**src/rtl/serial_subtractor.sv**
```systemverilog
// serial_subtractor: bit-serial WIDTH-bit subtractor, d = x - y - b_in, LSB first.
// One full-subtractor cell is reused for WIDTH clocks; a start/ready handshake
// launches an operation and a one-cycle done pulse marks d/b_out valid.
// Optional feature macro: SERIAL_SUB_OVERFLOW_EN adds the signed-overflow
// output ovf, updated together with d.
module serial_subtractor #(
  parameter int WIDTH = 3,
  parameter int CNT_W = 5
) (
  input  logic             clk,
  input  logic             rst_n,
  input  logic             start,
  input  logic [WIDTH-1:0] x,
  input  logic [WIDTH-1:0] y,
  input  logic             b_in,
  output logic             ready,
  output logic             done,
  output logic [WIDTH-1:0] d,
  output logic             b_out
`ifdef SERIAL_SUB_OVERFLOW_EN
  ,
  output logic             ovf
`endif
);

  typedef enum logic [1:0] {
    IDLE  = 2'd0,
    SHIFT = 2'd1,
    DONE  = 2'd2
  } state_t;

  state_t state_q, state_d;

  logic [WIDTH-1:0] x_sr_q, x_sr_d;
  logic [WIDTH-1:0] y_sr_q, y_sr_d;
  logic [WIDTH-1:0] res_q, res_d;
  logic [WIDTH-1:0] d_q, d_d;
  logic             brw_q, brw_d;
  logic             b_out_q, b_out_d;
  logic [CNT_W-1:0] cnt_q, cnt_d;

`ifdef SERIAL_SUB_OVERFLOW_EN
  // Operand sign bits are shifted out of the operand registers, so keep copies.
  logic x_msb_q, x_msb_d;
  logic y_msb_q, y_msb_d;
  logic ovf_q, ovf_d;
`endif

  logic xi, yi, dbit, brw_nxt, last_bit;

  // Full-subtractor cell on the current LSB of each operand register.
  always_comb begin
    xi       = x_sr_q[0];
    yi       = y_sr_q[0];
    dbit     = xi ^ yi ^ brw_q;
    brw_nxt  = (~xi & yi) | (~(xi ^ yi) & brw_q);
    last_bit = (cnt_q == CNT_W'(WIDTH - 1));
  end

  // Next-state logic; unencoded states fall back to IDLE.
  always_comb begin
    state_d = state_q;
    case (state_q)
      IDLE:    if (start) state_d = SHIFT;
      SHIFT:   if (last_bit) state_d = DONE;
      DONE:    state_d = IDLE;
      default: state_d = IDLE;
    endcase
  end

  // Datapath: load on accept, shift one bit per SHIFT edge, publish on the last bit.
  always_comb begin
    x_sr_d  = x_sr_q;
    y_sr_d  = y_sr_q;
    res_d   = res_q;
    brw_d   = brw_q;
    cnt_d   = cnt_q;
    d_d     = d_q;
    b_out_d = b_out_q;
`ifdef SERIAL_SUB_OVERFLOW_EN
    x_msb_d = x_msb_q;
    y_msb_d = y_msb_q;
    ovf_d   = ovf_q;
`endif
    case (state_q)
      IDLE: begin
        if (start) begin
          x_sr_d = x;
          y_sr_d = y;
          brw_d  = b_in;
          res_d  = '0;
          cnt_d  = '0;
`ifdef SERIAL_SUB_OVERFLOW_EN
          x_msb_d = x[WIDTH-1];
          y_msb_d = y[WIDTH-1];
`endif
        end
      end
      SHIFT: begin
        x_sr_d = x_sr_q >> 1;
        y_sr_d = y_sr_q >> 1;
        res_d  = {dbit, res_q[WIDTH-1:1]};
        brw_d  = brw_nxt;
        cnt_d  = cnt_q + CNT_W'(1);
        if (last_bit) begin
          d_d     = {dbit, res_q[WIDTH-1:1]};
          b_out_d = brw_nxt;
`ifdef SERIAL_SUB_OVERFLOW_EN
          // dbit is the MSB of the difference on the last shift.
          ovf_d = (x_msb_q != y_msb_q) && (dbit != x_msb_q);
`endif
        end
      end
      default: ;
    endcase
  end

  // State and datapath registers; reset discards any operation in flight.
  always_ff @(posedge clk) begin
    if (!rst_n) begin
      state_q <= IDLE;
      x_sr_q  <= '0;
      y_sr_q  <= '0;
      res_q   <= '0;
      brw_q   <= 1'b0;
      cnt_q   <= '0;
      d_q     <= '0;
      b_out_q <= 1'b0;
`ifdef SERIAL_SUB_OVERFLOW_EN
      x_msb_q <= 1'b0;
      y_msb_q <= 1'b0;
      ovf_q   <= 1'b0;
`endif
    end else begin
      state_q <= state_d;
      x_sr_q  <= x_sr_d;
      y_sr_q  <= y_sr_d;
      res_q   <= res_d;
      brw_q   <= brw_d;
      cnt_q   <= cnt_d;
      d_q     <= d_d;
      b_out_q <= b_out_d;
`ifdef SERIAL_SUB_OVERFLOW_EN
      x_msb_q <= x_msb_d;
      y_msb_q <= y_msb_d;
      ovf_q   <= ovf_d;
`endif
    end
  end

  assign ready = (state_q == IDLE);
  assign done  = (state_q == DONE);
  assign d     = d_q;
  assign b_out = b_out_q;
`ifdef SERIAL_SUB_OVERFLOW_EN
  assign ovf   = ovf_q;
`endif

endmodule

```
**config.mk**
```make
export PLATFORM = sky130hd
export DESIGN_NAME = serial_subtractor
export DESIGN_NICKNAME = d
export VERILOG_FILES = /design/src/rtl/serial_subtractor.sv
export SDC_FILE = /design/constraint.sdc
export NUM_CORES = 1
export LEC_CHECK = 0
export CELL_PAD_IN_SITES_DETAIL_PLACEMENT = 0
export CELL_PAD_IN_SITES_GLOBAL_PLACEMENT = 2
export CORE_MARGIN = 3
export CORE_UTILIZATION = 33
export CTS_BUF_LIST = sky130_fd_sc_hd__clkbuf_2 sky130_fd_sc_hd__clkbuf_4 sky130_fd_sc_hd__clkbuf_8
export DETAILED_ROUTE_END_ITERATION = 6
export HOLD_SLACK_MARGIN = 0.15
export PLACE_DENSITY_LB_ADDON = 0.1
export SYNTH_ARGS = -nofsm -noshare
export SYNTH_HDL_FRONTEND = slang
export SYNTH_SLANG_ARGS = --single-unit
```
**constraint.sdc**
```tcl
create_clock -name clk -period 1.6 [get_ports clk]
set_input_delay 0.16 -clock clk [delete_from_list [all_inputs] [get_ports clk]]
set_output_delay 0.16 -clock clk [all_outputs]
set_load 0.05 [all_outputs]
```
# --- Word-level counts from Yosys, hierarchy flattened ---
# Index checks and enable logic that the tools add are counted.
classes:
  muxes: 13
  addsub: 1
  n_reduce_logical: 5
  eq_ne: 5
  n_bitwise: 7
op_table:
  columns: ["operator", "count"]
  rows:
  - ["$pmux W3 S2", 3]
  - ["$pmux W5 S2", 1]
  - ["$mux W3", 3]
  - ["$reduce_and A2 Y1", 3]
  - ["$add A5 B1 Y5 const B", 1]
  - ["$eq A5 B2 Y1 const B", 1]
  - ["$mux W5", 1]
  - ["$mux W2", 2]
  - ["$ne A2 B2 Y1 const B", 2]
  - ["$pmux W2 S2", 1]
  - ["$and A1 B1 Y1", 2]
  - ["$eq A2 B1 Y1 const B", 1]
  - ["$eq A2 B2 Y1 const B", 1]
  - ["$logic_not A2 Y1", 1]
  - ["$not A1 Y1", 2]
  - ["$pmux W1 S2", 1]
  - ["$reduce_bool A2 Y1", 1]
  - ["$xor A1 B1 Y1", 2]
  - ["$mux W1", 1]
  - ["$or A1 B1 Y1", 1]
totals:
  output_inout_bits: 6
  input_bits: 10
  ff_bits: 21
  elab_cells: 39

# --- Logic depth before layout (Yosys ltp) ---
# Gate-level depths: netlist (run 1).
logic_depth:
  ltp_word: 5
  depth_mapped: 5
  ltp_nobuf: 5

# --- Least setup slack after synthesis (run 1) ---
# OpenSTA, ideal clock, no wires.
synth_timing:
  path_kind: "flip-flop to output port"
  start: "reg state_q[0]"
  end: "out done"
  path_slack_ns: 0.162
  path_stages_with_launch: 4
  arrival_ns: 1.278
  t_required_ns: 1.440
  path_cell_list: "dfxtp_1 -> buf_4 -> buf_4 -> nor2b_1"
synth_between:
  elab_chain_cells: 1
synth_lines:
  columns: ["item", "line_no", "source"]
  rows:
  - ["start: declaration", "32", "state_t state_q, state_d;"]
  - ["start signal: assignment", "135", "state_q <= state_d;"]
  - ["$eq A2 B2 Y1", "152", "assign done = (state_q == DONE);"]
  - ["end: declaration", "17", "output logic done,"]
# Every way passes these cells.

# --- Worst setup path after layout (run 1) ---
layout_timing:
  start: "reg state_q[1]"
  end: "out done"
# The elaborated chain is that of the path after synthesis.

==> results of run 1 <==
report_power, final:
part | internal, W | switching, W
Clock | 0.0000876 | 0.000143
Combinational | 0.0000971 | 0.0000909
Sequential | 0.000522 | 0.0000181
Total | 0.000707 | 0.000252
worst max-delay path by stage:
stage,from,end,slack (ps),depth (start not counted)
floorplan,state_q[0],done,160,3
global placement,start,brw_q,180,3
detailed placement,start,brw_q,160,3
CTS,state_q[1],done,30,3
global route,state_q[1],done,50,3
finish,state_q[1],done,160,3
synth_stat cells:
cell        n  area share [%]
a21boi_0    2             1.6
a21boi_1    1            0.78
a21oi_1     4             2.1
a22oi_1     4             3.1
and2_1      2             1.3
buf_2       1            0.52
buf_4       2             1.6
clkbuf_1    2            0.78
dfxtp_1    20              42
fa_1        1             2.1
ha_1        2             2.6
inv_1       5             1.9
mux2i_1     7             7.3
nand2_1    10             3.9
nand2b_1    3             1.9
nand2b_2    1            0.91
nand3_1     2             1.0
nand4_1     2             1.3
nor2_1      7             2.7
nor2b_1     9             5.8
nor2b_2     1            0.91
nor3b_1     2             1.6
nor4b_4     1             2.5
o21bai_1    1            0.78
o221a_2     5             5.8
o2bb2ai_1   1            0.91
o32a_1      1             1.0
o41ai_1     1            0.91
or3b_1      1            0.91
state kept, by name, indices dropped and copies added (netlist names):
register	cells
cnt_q	5
d	3
x_sr_q	3
y_sr_q	3
res_q	2
state_q	2
b_out	1
brw_q	1
worst min-delay path: cells and delay by family (launching register included):
kind             cells  cell delay (ps)
flip-flops           1              320
AND/OR/NAND/NOR      1               50
multiplexers         1               50
repair_timing:
| item | 4_1_cts | 5_1_grt |
|---|---|---|
| resized for setup | 0 | 1 |
| setup endpoints to repair | 0 | 1 |
| setup buffers | 0 | 0 |
area by class of cell:
cell class              instances  area, um2  area share (%)
inverters                       5       18.8            1.54
well taps                      30       37.5            3.08
clock buffers                   3       22.5            1.85
flip-flops and latches         20        402            33.0
multi-input cells              71        518            42.5
repair buffers                 23        220            18.1
cells by family (layout without fill, tap and decap cells):
group | count (synthesis) | after routing
fa+ha+maj | 3 | 3
simple gates | 41 | 41
flops | 20 | 20
compound gates | 20 | 20
buf+inv | 10 | 31
mux | 7 | 7
through the flow:
stage / util [%] / std cells / hold slack (ps) / area (um2) / power [W]
3_3_place_gp: 45.3 / 149 / 446 / 1190 / 0.000737
4_1_cts: 46.2 / 152 / 472 / 1220 / 0.000973
3_5_place_dp: 45.3 / 149 / 451 / 1190 / 0.000736
6_report: 46.2 / 152 / 463 / 1220 / 0.000959
2_1_floorplan: - / 101 / 312 / 965 / 0.000662
5_1_grt: 46.2 / 152 / 488 / 1220 / 0.00102
routing by layer:
layer / wire length, um / share of wire, % / GRT usage [%]
met3: 58 / 2.9 / 4.10
met5: 0 / 0 / 0
met2: 952 / 47 / 19.9
met4: 10 / 0.50 / 3.16
met1: 987 / 49 / 17.3
==> metrics, run 1 <==
relative slew slack 75.4%; Global Route Usage Sum 12.9%; crit path DAT 1280 ps; DP HPWL 1.52 mm; drt first pass iters 4; minimum clock period 1440 ps; Power Density 787 nW/um2; Worst Path Buf+Inv 2; xor/xnor cell area share of the yosys netlist 0%; post-synth cell types 29; Worst EP required 1440 ps; H-tree levels 1; initial core utilization 36.6%; worst setup margin 164 ps; Worst R2R Path Depth 4; RSZ-0062 raised after global routing false; Post-Synth Simple-Gate Area 24.8%; Hold Path Stages 2; Adder-Cell Fraction of Synth Area 4.67%; Ys Warns 0; DRT antenna net count 0; most common cell after layout, fill and taps aside dfxtp_1; Clock Path Buffers 2; Worst VDD drop 619 uV; Die Y 60.1 um; CTS tree built; Worst Setup Path Type reg2out; Post-Syn Nets 114; Remaining Overflow, GRT 0; Worst-Skew Late Latency 290 ps; TritonCTS Buffers 3; Post-Synthesis Cells 101; Max Clk Rate 696 MHz; Top Ports 16; Rows 18; total clock sinks 20; CP endpoint kind primary output; Layout Skew 5.21 ps; Max Cap Violations 0; syn avg cell area 9.55 um2; Hold Path Origin d[1]; hold endpoint d[1]; mux contribution to synthesized area 7.26%; post-synthesis sequential area ratio 41.5%; Synth Area in Compound Gates 17.0%; Port Buffers 15; WL per Instance 13.2 um; worst r2r dst y_sr_q[0]; Post-CTS Hold Fix Bufs 0; slowest cell delay on critical path 430 ps; Worst R2R Start state_q[0]; post-route clock period utilization 89.8%; worst min-delay path class reg2reg; CP top delay family flip-flops; Crit-path slowest cell dfxtp_2; area grow syn2layout 26.3%; ANT cells 0; Setup TNS 0 ps; first-pass GRT wire length 3.48 mm; fin nets 137; leakage 0.487 nW; critical path launch point type flip-flop; die width 60.1 um; pin count of the biggest net entering global routing 14; Post-Syn Area 965 um2; status completed; Slew @ Worst Pin 368 ps; clock root buffer clkbuf_4; Initial DRC Count 24; crit-path max FO 8; vias in the first global route 776; Slew Viols, Final 0; Setup Viol. Count Final 0; Fin. Hold Viols 0; #FFs+latches synth 20; most frequent cells in the layout dfxtp_1 (19), buf_4 (12), nand2_1 (10); R2R setup slack 260 ps; Die ar. 3610 um2; Vias/cell 5.13; DRC violations left 0; vias 780; Placement Setup Slack 163 ps; Fill cells 263; largest family of logic cells by synthesized area simple AND/OR/NAND/NOR gates; crit-path cells buf_4, nor2b_1, buf_12; Core Box Area 2640 um2; initial antenna violation count 0; Final GP Congestion 0.704; drt total wl 2.01 mm; layout cell share with drive strength beyond 1 21.3%; Clock Pin Slew Worst Setup and Hold Paths 100 ps
Note: power is estimated with default switching activity, not from simulation.
==> run 2: changes to the inputs <==
- CORE_UTILIZATION: 33 -> 26
==> metrics, run 2 (synthesis results as in run 1) <==
Worst Setup Path Type reg2out; placed cell area 1230 um2 (+2.9%); crit path DAT 1250 ps (-30 ps); Worst VDD drop 387 uV (-38%); Setup Viol. Count Final 0 (unchanged); Post-CTS Hold Fix Bufs 0 (unchanged); leakage 0.512 nW (+5.1%); status completed; Setup TNS 0 ps (unchanged); Worst EP required 1440 ps (about the same); area grow syn2layout 33.2%; Die Y 66.9 um (+11%); Layout Skew 8.14 ps (+2.93 ps); # resized after CTS 0 (unchanged); Vias/cell 4.50 (-12%); multi-input logic area 518 um2 (unchanged); Reg with most FFs cnt_q; Worst-Skew Late Latency 260 ps (-30 ps); Sequential Area 400 um2 (-0.31%); postcts setup bufs 0 (unchanged); DRT antenna net count 0 (unchanged); sw frac 24.6% (-1.7 points); fin nets 139 (+1.5%); first-pass GRT wire length 3.58 mm (+2.8%); Rows 21 (+3); Slew @ Worst Pin 339 ps (-28.8 ps); minimum clock period 1410 ps (-23.1 ps); layout cell share with drive strength beyond 1 22.4% (+1.1 points); DP HPWL 1.60 mm (+5.9%); worst setup margin 187 ps (+23.1 ps); ANT cells 0 (unchanged); Critical Path Sink done; Top Ports 16 (unchanged); Clock Pin Slew Worst Setup and Hold Paths 70 ps (-30 ps); Fin. Hold Viols 0 (unchanged); drt first pass iters 4 (unchanged); drt total wl 2.08 mm (+3.8%); Slew Viols, Final 0 (unchanged); WL per Instance 12.2 um (-7.7%); initial antenna violation count 0 (unchanged); Placement Setup Slack 76.9 ps (-86.5 ps); DRC violations left 0 (unchanged); worst r2r dst d[2]; critical path launch point type flip-flop; CTS tree built; clock power share 34.7% (+11 points); Core Box Area 3440 um2 (+31%); initial core utilization 28.0% (-8.6 points); Max Cap Violations 0 (unchanged); worst min-delay path class reg2reg; Die ar. 4480 um2 (+24%); Final Util 37.3% (-8.9 points); Port Buffers 15 (unchanged); Fill cells 343 (+30%); total clock sinks 20 (unchanged); RSZ-0062 raised after global routing false; Worst R2R Start cnt_q[0]; Hold Path Stages 2 (unchanged); vias 769 (-1.4%); R2R setup slack 290 ps (+30 ps); Global Route Usage Sum 10.9% (-2.0 points); vias in the first global route 739 (-4.8%); pin count of the biggest net entering global routing 13 (-1); relative slew slack 77.3% (+1.9 points); CP endpoint kind primary output; Finished Cell Area 1280 um2 (+5.4%); max FFs per register 5 (unchanged); NetSw 0.000275 W (+8.9%); sequential power share 48.3% (-8.0 points); clock root buffer clkbuf_8; most common cell after layout, fill and taps aside dfxtp_1; die width 66.9 um (+11%); worst setup path start state_q[1]; H-tree levels 1 (unchanged); crit-path max FO 7 (-1); Power Density 868 nW/um2 (+10%); Remaining Overflow, GRT 0 (unchanged); Worst R2R Path Depth 6 (+2); combinational power share 17.0% (-2.6 points); Initial DRC Count 40 (+67%); P_int 0.000841 W (+19%); most frequent cells in the layout dfxtp_1 (20), buf_4 (14), nand2_1 (10); TritonCTS Buffers 3 (unchanged); Clock Path Buffers 2 (unchanged); post-route clock period utilization 88.3% (-1.4 points); power after layout 0.00112 W (+16%); Max Clk Rate 708 MHz (+1.6%); Final GP Congestion 0.709 (+0.65%)
## run 2: cell count changes in the layout (fill, tap and decap cells not counted)
cell      previous run  this run
dfxtp_2              1         0
clkbuf_4             3         0
dfxtp_1             19        20
clkbuf_8             0         4
buf_4               12        14
## run 2: area by class of cell
| cell class | instances | area share, % |
|---|---|---|
| flip-flops and latches | 20 | 31.2 |
| multi-input cells | 71 | 40.3 |
| inverters | 5 | 1.46 |
| clock buffers | 4 | 4.28 |
| repair buffers | 25 | 18.3 |
| well taps | 46 | 4.48 |
## run 2: power by group through the flow
stage,Clock (W),Sequential [W],Combinational (W)
4_1_cts,0.000399,0.000539,0.000194
6_report,0.000387,0.000539,0.000190
3_5_place_dp,0,0.000550,0.000192
5_1_grt,0.000427,0.000542,0.000211
2_1_floorplan,0,0.000545,0.000117
3_3_place_gp,0,0.000551,0.000193
## run 2: worst min-delay path by stage
stage	end	slack [ps]	start
2_1_floorplan	cnt_q[3]	310	rst_n
3_3_place_gp	d[1]	450	d[1]
3_5_place_dp	d[1]	450	d[1]
4_1_cts	d[1]	460	d[1]
5_1_grt	d[0]	490	res_q[1]
6_report	d[1]	460	d[1]
## run 2: through the flow
step / cells / hold slack (ps)
after floorplan: 101 / 312
after global placement: 167 / 445
after detailed placement: 167 / 448
after CTS: 171 / 464
after global routing: 171 / 491
final: 171 / 462
## run 2: critical path, cell delays in order, from the launching register on
cell and delay [ps]:
dfxtp_1 440, buf_4 180, nor2b_1 210, buf_12 170
## run 2: metal layers
layer | track usage [%] | wire length (um) | vias to the layer above
li1 | - | - | 401
met1 | 13.5 | 1000 | 353
met2 | 16.8 | 956 | 11
met3 | 4.05 | 79 | 4
met4 | 4.30 | 44 | 0
met5 | 0 | 0 | -
